## src/rtl/imem_loader_pkg.sv

```systemverilog
// Shared definitions for the instruction-memory loader: state encoding,
// stream framing constants and the byte-insertion helper.
package imem_loader_pkg;

    localparam int LEN_W  = 16;
    localparam int DATA_W = 32;
    localparam bit BIG_ENDIAN = 1'b1;

    localparam logic [2:0] ST_IDLE   = 3'd0;
    localparam logic [2:0] ST_LEN_HI = 3'd1;
    localparam logic [2:0] ST_LEN_LO = 3'd2;
    localparam logic [2:0] ST_DATA   = 3'd3;
    localparam logic [2:0] ST_WRITE  = 3'd4;
    localparam logic [2:0] ST_DONE   = 3'd5;
    localparam logic [2:0] ST_ERR    = 3'd6;

    typedef enum logic [2:0] {
        S_IDLE   = ST_IDLE,
        S_LEN_HI = ST_LEN_HI,
        S_LEN_LO = ST_LEN_LO,
        S_DATA   = ST_DATA,
        S_WRITE  = ST_WRITE,
        S_DONE   = ST_DONE,
        S_ERR    = ST_ERR
    } state_t;

    // Big-endian: earlier bytes migrate toward bit 31 as later bytes arrive.
    function automatic logic [DATA_W-1:0] shift_byte(input logic [DATA_W-1:0] w,
                                                     input logic [7:0]        b);
        if (BIG_ENDIAN) begin
            shift_byte = {w[DATA_W-9:0], b};
        end else begin
            shift_byte = {b, w[DATA_W-1:8]};
        end
    endfunction

endpackage

```

## src/rtl/imem_loader_if.sv

```systemverilog
// Byte-stream input, instruction-memory write port and CPU control of the loader.
interface imem_loader_if #(
    parameter int ADDR_W = 5
);
    logic              start;
    logic              in_valid;
    logic [7:0]        in_data;
    logic              in_ready;
    logic              im_we;
    logic [ADDR_W-1:0] im_addr;
    logic [31:0]       im_wdata;
    logic              cpu_hold;
    logic              done;
    logic              err;

    modport master (
        output start, in_valid, in_data,
        input  in_ready, im_we, im_addr, im_wdata, cpu_hold, done, err
    );

    modport slave (
        input  start, in_valid, in_data,
        output in_ready, im_we, im_addr, im_wdata, cpu_hold, done, err
    );
endinterface

```

## src/rtl/imem_loader_word_assembler.sv

```systemverilog
// Collects four stream bytes into one instruction word; word_full_o flags the
// shift that completes the word (byte counter wrapping 3 -> 0).
module word_assembler
    import imem_loader_pkg::*;
(
    input  logic              clk,
    input  logic              reset,
    input  logic              shift_en_i,
    input  logic [7:0]        byte_in_i,
    input  logic              clr_i,
    output logic [DATA_W-1:0] word_o,
    output logic              word_full_o
);
    logic [DATA_W-1:0] word_q, word_d;
    logic [1:0]        byte_cnt_q, byte_cnt_d;

    // Next-state for the partial word and byte position.
    always_comb begin
        word_d     = word_q;
        byte_cnt_d = byte_cnt_q;
        if (clr_i) begin
            word_d     = {DATA_W{1'b0}};
            byte_cnt_d = 2'd0;
        end else if (shift_en_i) begin
            word_d     = shift_byte(word_q, byte_in_i);
            byte_cnt_d = byte_cnt_q + 2'd1;
        end else begin
            word_d     = word_q;
            byte_cnt_d = byte_cnt_q;
        end
    end

    // Partial word and byte counter survive source stalls untouched.
    always_ff @(posedge clk or negedge reset) begin
        if (!reset) begin
            word_q     <= {DATA_W{1'b0}};
            byte_cnt_q <= 2'd0;
        end else begin
            word_q     <= word_d;
            byte_cnt_q <= byte_cnt_d;
        end
    end

    assign word_o      = word_q;
    assign word_full_o = shift_en_i && !clr_i && (byte_cnt_q == 2'd3);

endmodule

```

## src/rtl/imem_loader.sv

```systemverilog
// Loads a length-prefixed big-endian word stream into instruction memory from
// address 0, then releases the datapath from hold.
module imem_loader
    import imem_loader_pkg::*;
#(
    parameter int ADDR_W = 5
) (
    input  logic         clk,
    input  logic         reset,
    imem_loader_if.slave bus
);
    localparam logic [LEN_W-1:0] DEPTH = LEN_W'(2 ** ADDR_W);

    state_t            state_q;
    logic [LEN_W-1:0]  len_q;
    logic [LEN_W-1:0]  word_cnt_q;
    logic              in_ready_q;
    logic              im_we_q;
    logic [ADDR_W-1:0] im_addr_q;
    logic [DATA_W-1:0] im_wdata_q;
    logic              cpu_hold_q;
    logic              done_q;
    logic              err_q;

    logic              accept_s;
    logic              shift_en_s;
    logic              restart_s;
    logic [LEN_W-1:0]  len_full_s;
    logic              len_bad_s;
    logic              last_s;
    logic [DATA_W-1:0] word_s;
    logic              word_full_s;

    assign accept_s   = bus.in_valid && in_ready_q;
    assign shift_en_s = accept_s && (state_q == S_DATA);
    assign restart_s  = bus.start &&
                        ((state_q == S_IDLE) || (state_q == S_DONE) || (state_q == S_ERR));
    assign len_full_s = {len_q[LEN_W-1:8], bus.in_data};
    assign len_bad_s  = (len_full_s == {LEN_W{1'b0}}) || (len_full_s > DEPTH);
    assign last_s     = (word_cnt_q == (len_q - 16'd1));

    word_assembler u_asm (
        .clk         (clk),
        .reset       (reset),
        .shift_en_i  (shift_en_s),
        .byte_in_i   (bus.in_data),
        .clr_i       (restart_s),
        .word_o      (word_s),
        .word_full_o (word_full_s)
    );

    // Loader FSM; every output is a register updated alongside the state.
    always_ff @(posedge clk or negedge reset) begin
        if (!reset) begin
            state_q    <= S_IDLE;
            len_q      <= {LEN_W{1'b0}};
            word_cnt_q <= {LEN_W{1'b0}};
            in_ready_q <= 1'b0;
            im_we_q    <= 1'b0;
            im_addr_q  <= {ADDR_W{1'b0}};
            im_wdata_q <= {DATA_W{1'b0}};
            cpu_hold_q <= 1'b1;
            done_q     <= 1'b0;
            err_q      <= 1'b0;
        end else begin
            im_we_q <= 1'b0;
            case (state_q)
                S_IDLE, S_DONE, S_ERR: begin
                    if (restart_s) begin
                        state_q    <= S_LEN_HI;
                        in_ready_q <= 1'b1;
                        word_cnt_q <= {LEN_W{1'b0}};
                        cpu_hold_q <= 1'b1;
                        done_q     <= 1'b0;
                        err_q      <= 1'b0;
                    end else if (state_q == S_DONE) begin
                        done_q     <= 1'b1;
                        cpu_hold_q <= 1'b0;
                    end else if (state_q == S_ERR) begin
                        err_q      <= 1'b1;
                        cpu_hold_q <= 1'b1;
                    end
                end
                S_LEN_HI: begin
                    if (accept_s) begin
                        len_q[LEN_W-1:8] <= bus.in_data;
                        state_q          <= S_LEN_LO;
                    end
                end
                S_LEN_LO: begin
                    if (accept_s) begin
                        len_q[7:0] <= bus.in_data;
                        if (len_bad_s) begin
                            state_q    <= S_ERR;
                            in_ready_q <= 1'b0;
                        end else begin
                            state_q    <= S_DATA;
                        end
                    end
                end
                S_DATA: begin
                    if (word_full_s) begin
                        state_q    <= S_WRITE;
                        in_ready_q <= 1'b0;
                    end
                end
                S_WRITE: begin
                    // len never exceeds DEPTH, so the address slice cannot wrap.
                    im_we_q    <= 1'b1;
                    im_addr_q  <= word_cnt_q[ADDR_W-1:0];
                    im_wdata_q <= word_s;
                    if (last_s) begin
                        state_q    <= S_DONE;
                    end else begin
                        word_cnt_q <= word_cnt_q + 16'd1;
                        state_q    <= S_DATA;
                        in_ready_q <= 1'b1;
                    end
                end
                default: begin
                    state_q    <= S_IDLE;
                    in_ready_q <= 1'b0;
                    cpu_hold_q <= 1'b1;
                end
            endcase
        end
    end

    assign bus.in_ready = in_ready_q;
    assign bus.im_we    = im_we_q;
    assign bus.im_addr  = im_addr_q;
    assign bus.im_wdata = im_wdata_q;
    assign bus.cpu_hold = cpu_hold_q;
    assign bus.done     = done_q;
    assign bus.err      = err_q;

endmodule

```

## src/flat_wrapper.sv

```systemverilog
// flat-port wrapper written by rule: the top's interface ports become plain ports
module imem_loader_flat import imem_loader_pkg::*;
#(
    parameter int ADDR_W = 5
)
  (clk, reset, bus_start, bus_in_valid, bus_in_data, bus_in_ready, bus_im_we, bus_im_addr, bus_im_wdata, bus_cpu_hold, bus_done, bus_err);
  imem_loader_if #(.ADDR_W(ADDR_W)) bus_i ();
  input  logic clk;
  input  logic reset;
  input wire logic [$bits(bus_i.start)-1:0] bus_start;
  input wire logic [$bits(bus_i.in_valid)-1:0] bus_in_valid;
  input wire logic [$bits(bus_i.in_data)-1:0] bus_in_data;
  output wire logic [$bits(bus_i.in_ready)-1:0] bus_in_ready;
  output wire logic [$bits(bus_i.im_we)-1:0] bus_im_we;
  output wire logic [$bits(bus_i.im_addr)-1:0] bus_im_addr;
  output wire logic [$bits(bus_i.im_wdata)-1:0] bus_im_wdata;
  output wire logic [$bits(bus_i.cpu_hold)-1:0] bus_cpu_hold;
  output wire logic [$bits(bus_i.done)-1:0] bus_done;
  output wire logic [$bits(bus_i.err)-1:0] bus_err;
  assign bus_i.start = bus_start;
  assign bus_i.in_valid = bus_in_valid;
  assign bus_i.in_data = bus_in_data;
  assign bus_in_ready = bus_i.in_ready;
  assign bus_im_we = bus_i.im_we;
  assign bus_im_addr = bus_i.im_addr;
  assign bus_im_wdata = bus_i.im_wdata;
  assign bus_cpu_hold = bus_i.cpu_hold;
  assign bus_done = bus_i.done;
  assign bus_err = bus_i.err;
  imem_loader #(.ADDR_W(ADDR_W)) u_core (.clk(clk), .reset(reset), .bus(bus_i));
endmodule
```

## config.mk

```make
export PLATFORM = sky130hd
export DESIGN_NAME = imem_loader_flat
export DESIGN_NICKNAME = d
export VERILOG_FILES = /design/src/rtl/imem_loader_pkg.sv /design/src/rtl/imem_loader_if.sv /design/src/rtl/imem_loader_word_assembler.sv /design/src/rtl/imem_loader.sv /design/src/flat_wrapper.sv
export SDC_FILE = /design/constraint.sdc
export NUM_CORES = 1
export LEC_CHECK = 0
export CORE_MARGIN = 3
export CORE_UTILIZATION = 29
export DETAILED_ROUTE_END_ITERATION = 7
export MAX_ROUTING_LAYER = met4
export PLACE_DENSITY = 0.57
export RECOVER_POWER = 25
export SETUP_SLACK_MARGIN = 0.4
export SYNTH_ARGS = -nofsm -noshare
export SYNTH_HDL_FRONTEND = slang
export SYNTH_SLANG_ARGS = --single-unit
```

## constraint.sdc

```tcl
create_clock -name clk -period 3.03 [get_ports clk]
set_clock_uncertainty 0.2 [all_clocks]
set_input_delay 0.7575 -clock clk [delete_from_list [all_inputs] [get_ports clk]]
set_output_delay 0.7575 -clock clk [all_outputs]
set_load 0.1 [all_outputs]
```

# --- Word-level counts from Yosys, hierarchy flattened ---
# Index checks and enable logic that the tools add are counted.
totals:
  regBits: 111
  in_bits: 12
  out_inout_bits: 42
  elab_cells: 89
op_classes:
  n_addsub: 3
  n_lt_le_gt_ge: 1
  eq_ne: 16
  mux: 29
  n_bitwise: 2
  n_reduce_logical: 25
ops:
  columns: ["cell", "count"]
  rows:
  - ["$mux W32", 2]
  - ["$mux W16", 2]
  - ["$pmux W16 S2", 1]
  - ["$mux W3", 6]
  - ["$add A16 B1 Y16 const B", 1]
  - ["$eq A16 B16 Y1", 1]
  - ["$gt A16 B6 Y1 const B", 1]
  - ["$logic_not A16 Y1", 1]
  - ["$sub A16 B1 Y16 const B", 1]
  - ["$pmux W3 S5", 1]
  - ["$mux W1", 13]
  - ["$eq A3 B3 Y1 const B", 3]
  - ["$ne A2 B2 Y1 const B", 4]
  - ["$reduce_and A2 Y1", 4]
  - ["$reduce_bool A2 Y1", 4]
  - ["$eq A3 B2 Y1 const B", 2]
  - ["$ne A2 B1 Y1 const B", 3]
  - ["$reduce_and A3 Y1", 2]
  - ["$reduce_and A6 Y1", 1]
  - ["$logic_and A1 B1 Y1", 5]
  - ["$pmux W1 S5", 1]
  - ["$mux W2", 2]
  - ["$ne A4 B2 Y1 const B", 1]
  - ["$reduce_and A4 Y1", 1]
  - ["10 further kinds", 13]

# --- Depth between registers and ports, before layout ---
depth:
  word_depth: 9
  depth_mapped: 10
  depth_no_buf: 9

# --- Modules after synthesis ---
# A second synthesis with hierarchy kept.
hier_totals:
  cells_unflattened: 476
  hier_area_um2: 5393.9
modules_own_cells:
  columns: ["mod", "instances", "cells_each", "area_each_um2", "seq_area_each_um2"]
  rows:
  - ["imem_loader", 1, 363, 3962.6, 1928.1]
  - ["word_assembler", 1, 113, 1431.4, 850.8]

# --- Worst setup path after synthesis ---
# Ideal clock, no wire load.
synth_timing:
  path_kind: "register to register"
  from: "reg, netlist name u_core.bus.in_ready"
  to: "reg u_core.word_cnt_q[12]"
  setup_ps: 120
  arrival_time_ps: 2615
  t_required_ps: 2710
  setup_slack_ps: 96
  path_stages_with_launch: 9
  n_path_buf: 1
  period_less_slack_ps: 2934
  path_cell_list: "dfrtp_1 nand2_1 o21ai_0 a21oi_1 a311o_1 buf_2 nor4_1 a21oi_2 a31o_1"
synth_lines:
  columns: ["item", "line_no", "text"]
  rows:
  - ["end signal, assigned", "imem_loader.sv:57", "word_cnt_q <= {LEN_W{1'b0}};"]
  - ["end signal, assigned", "imem_loader.sv:72", "word_cnt_q <= {LEN_W{1'b0}};"]
  - ["end signal, assigned", "imem_loader.sv:115", "word_cnt_q <= word_cnt_q + 16'd1;"]
  - ["end, declared", "imem_loader.sv:16", "logic [LEN_W-1:0] word_cnt_q;"]

# --- Worst setup path in the final report ---
layout_timing:
  from: "reg u_core.len_q[3]"
  to: "reg u_core.word_cnt_q[8]"
layout_via:
  elab_chain_cells: 4
layout_rtl:
  columns: ["item", "line_no", "text"]
  rows:
  - ["start, declared", "imem_loader.sv:15", "logic [LEN_W-1:0] len_q;"]
  - ["start signal, assigned", "imem_loader.sv:56", "len_q <= {LEN_W{1'b0}};"]
  - ["start signal, assigned by index", "imem_loader.sv:86", "len_q[LEN_W-1:8] <= bus.in_data;"]
  - ["start signal, assigned", "imem_loader.sv:92", "len_q[7:0] <= bus.in_data;"]
  - ["$sub A16 B1 Y16", "imem_loader.sv:40", "assign last_s = (word_cnt_q == (len_q - 16'd1));"]
  - ["$eq A16 B16 Y1", "imem_loader.sv:40", null]
  - ["$ne A2 B2 Y1 (no line)", null, null]
  - ["$reduce_and A3 Y1 (no line)", null, null]
# No other way between the ends.
# A chain may end at the register's enable or synchronous reset.

==> flow_metrics.py <==
metrics = {
    "layout": {
        "fin_nets": 703,
        "syn_to_final_growth_pct": 28.6,
        "diodes": 0,
        "final_cells": 922,
        "layout-drive-gt1-share_pct": 27.7,
    },
    "critical_path": {
        "startpoint_type": "flip-flop",
        "r2r-start": "u_core.len_q[3]",
        "crit_type": "reg2reg",
        "r2r-end": "u_core.word_cnt_q[8]",
        "cp.arrival_ns": 2.87,
        "critPathMaxStageDelay_ns": 0.59,
        "critPathMaxFanout": 6,
        "r2r_slack_ns": 0.25,
        "required_ns": 3.12,
        "reg2regPathDepth": 9,
        "crit_chain": "or4_4, or3_4, a21oi_2, nor4_2, buf_4, and4_4, buf_8, or3_4, a21oi_2",
        "crit_buf_inv": 2,
        "crit_family": "simple AND/OR/NAND/NOR gates",
        "critPathCaptureType": "flip-flop",
        "critPathSlowestCell": "or4_4",
    },
    "floorplan": {
        "ios": 54,
        "core_area_sq_um": 18300,
        "rows": 49,
        "die-area_sq_um": 20600,
        "initial_core_util_pct": 30.0,
        "die_y_microns": 144,
        "fp.dieW_microns": 144,
    },
    "sta": {
        "rsz0062_at_grt": "yes",
        "setup_viol": 0,
        "finalCritPeriodShare_pct": 91.8,
        "hold_viol": 0,
        "tns_ns": 0,
        "period_needed_ns": 2.78,
        "worst_slack_ns": 0.250,
        "fmax_mhz": 360,
        "max_slew_margin_pct": 30.0,
        "worstMarginPinSlew_ns": 1.05,
        "final-max-slew-violation-count": 0,
    },
    "routing": {
        "num_vias": 4682,
        "wl_per_cell_microns": 16.3,
        "drc": 0,
        "antenna_left": 0,
        "drt_iter0_markers": 340,
        "firstDrtPassIters": 5,
        "drt_wl_total_microns": 15100,
        "routed_via_density": 5.08,
    },
    "logic_synthesis": {
        "synth_top_area_share_pct": 50.2,
        "synth_area_sq_um": 5490,
        "netlist-cell-type-count": 63,
        "synth-edff-count": 0,
        "syn_avg_cell_area_sq_um": 9.02,
        "ys_seq_area_share_pct": 50.6,
        "synthTopCellsByArea": "dfrtp_1, nand2_1, o21ai_0",
        "synth_most_common_cell": "nand2_1",
        "synthFlopType": "dfrtp_1",
        "syn_nets": 623,
        "post-synth-top-area-cell": "dfrtp_1",
        "synth-seq-cells": 111,
        "async_flop_share_pct": 100,
        "synth_common_cells": "nand2_1, dfrtp_1, o21ai_0",
        "synth-warning-count": 0,
        "netlist_instances": 608,
    },
    "status": {
        "run_status": "complete, no violations",
    },
    "clock_network": {
        "cts_hold_buffers": 0,
        "numClockSinks": 111,
        "worstSkewPairLatency_ns": 0.36,
        "clockBufferDepth": 2,
        "tritoncts": "built",
        "htreeDepth": 3,
        "clk_pin_slew_ns": 0.08,
        "clockRootBuffer": "clkbuf_16",
        "cts_made_buffers": 9,
    },
    "placed_design": {
        "gp_congestion": 0.886,
        "place_ws_ns": -0.383,
        "io_buffers": 53,
        "dp_cells": 891,
        "hpwl_microns": 10300,
    },
    "global_routing": {
        "grt_pass1_wl_microns": 24700,
        "antenna_found_initial": 0,
        "grt_pass1_vias": 4713,
        "grt-ovfl-total": 0,
        "grt_max_degree": 49,
        "grt_util_all_layers_pct": 15.6,
    },
    "power": {
        "powerDensity_nw_per_um2": 926,
        "total_power_uw": 6540,
        "leakagePower_uw": 0.00329,
        "max-vdd-ir-drop_v": 0.000413,
    },
    "job": {
        "cap_violations": 0,
    },
    "min_path": {
        "hold_depth": 2,
        "whs_endpoint": "u_core.bus.im_wdata[26]",
        "worstHoldStart": "u_core.u_asm.word_o[26]",
        "min_path_type": "reg2reg",
    },
}
[per-stage QoR]
stage,hold slack [ns],cell area [sq um],util [%]
floorplan,0.239,5560,-
global placement,0.263,6390,35.0
detailed placement,0.249,6390,35.0
CTS,0.189,6940,38.0
global route,0.306,7060,38.6
finish,0.265,7060,38.6
[report_power, final]
| part | total, uW | internal (uW) | switching, uW |
|---|---|---|---|
| clock | 1270 | 667 | 598 |
| combinational | 3080 | 1040 | 2040 |
| sequential | 2190 | 1800 | 395 |
[per-layer routing]
metal	GRT usage, %	part of all wire (%)
met4	6.99	2.9
met5	-	0
met1	20.5	45
met2	23.9	48
met3	2.10	3.5
[layout by cell type, fill, tap and decap left out, drive strengths merged, types with 3 or more instances in the layout]
master         netlist  layout
and2                 3       3
nor3                12      12
nand2              214     214
xnor2               11      11
nor4                 8       8
xor2                 8       8
nand2b               9       9
inv                  7      12
nand3               10      10
clkdlybuf4s50        0       6
and3                 3       3
a211oi               3       3
a31o                 6       6
o21ai               53      53
nand4                8       8
mux2                14      14
o311ai               3       3
clkbuf              27      11
nor2b                5       5
a21oi               20      20
mux2i                4       4
o31ai                4       4
nor2                16      16
dfrtp              110     110
or3                  6       6
ha                   3       3
buf                  7      96
[what timing repair did]
item,4_1_cts,5_1_grt
gates resized for setup,51,24
pin swaps,27,12
buffers inserted,10,4
setup endpoints to repair,20,20
cloned,1,0
[worst max-delay path by stage]
stage	startpoint	to	slack (ns)	depth (start not counted)
floorplan	bus_in_data[0]	u_core.word_cnt_q[13]	0.28	7
global placement	bus_in_data[4]	u_core.word_cnt_q[15]	-0.34	9
detailed placement	bus_in_data[4]	u_core.word_cnt_q[15]	-0.38	9
CTS	u_core.len_q[3]	u_core.word_cnt_q[13]	0.28	9
global route	u_core.len_q[1]	u_core.state_q[2]	0.17	12
finish	u_core.len_q[3]	u_core.word_cnt_q[8]	0.25	9
[registers in the layout, summed over array words and instances (netlist names), 2 cells and up]
signal and flops:
u_core.bus.im_addr 5, u_core.u_asm.byte_cnt_q 2, u_core.bus.im_wdata 32, u_core.word_cnt_q 16, u_core.state_q 3, u_core.len_q 16, u_core.u_asm.word_o 32
[worst register-to-register path, stage by stage (launching register included)]
cell and delay [ns]:
dfrtp_2 0.44, or4_4 0.59, or3_4 0.36, a21oi_2 0.16, nor4_2 0.06, buf_4 0.15
and4_4 0.18, buf_8 0.14, or3_4 0.33, a21oi_2 0.11
[cell families (layout without fill, tap and decap cells)]
family | Yosys count | count (layout) | synth area share, %
AO/OA/AOI/OAI | 109 | 109 | 13.2
AND/OR/NAND/NOR | 306 | 306 | 25.3
adder cells (fa/ha/maj) | 4 | 4 | 0.867
flip-flops | 111 | 111 | 50.7
XOR/XNOR | 19 | 19 | 3.03
multiplexers | 18 | 18 | 3.60
buffers and inverters | 41 | 126 | 3.40
[final cells by class]
class | instances | area, sq um
Clock buffer | 10 | 229
Clock inverter | 6 | 81.3
Inverter | 7 | 26.3
Multi-Input combinational cell | 456 | 2810
Tap cell | 229 | 287
Timing Repair Buffer | 103 | 838
Sequential cell | 111 | 2790
Fill cell | 1824 | 11200
(Power assumes the default switching activity.)
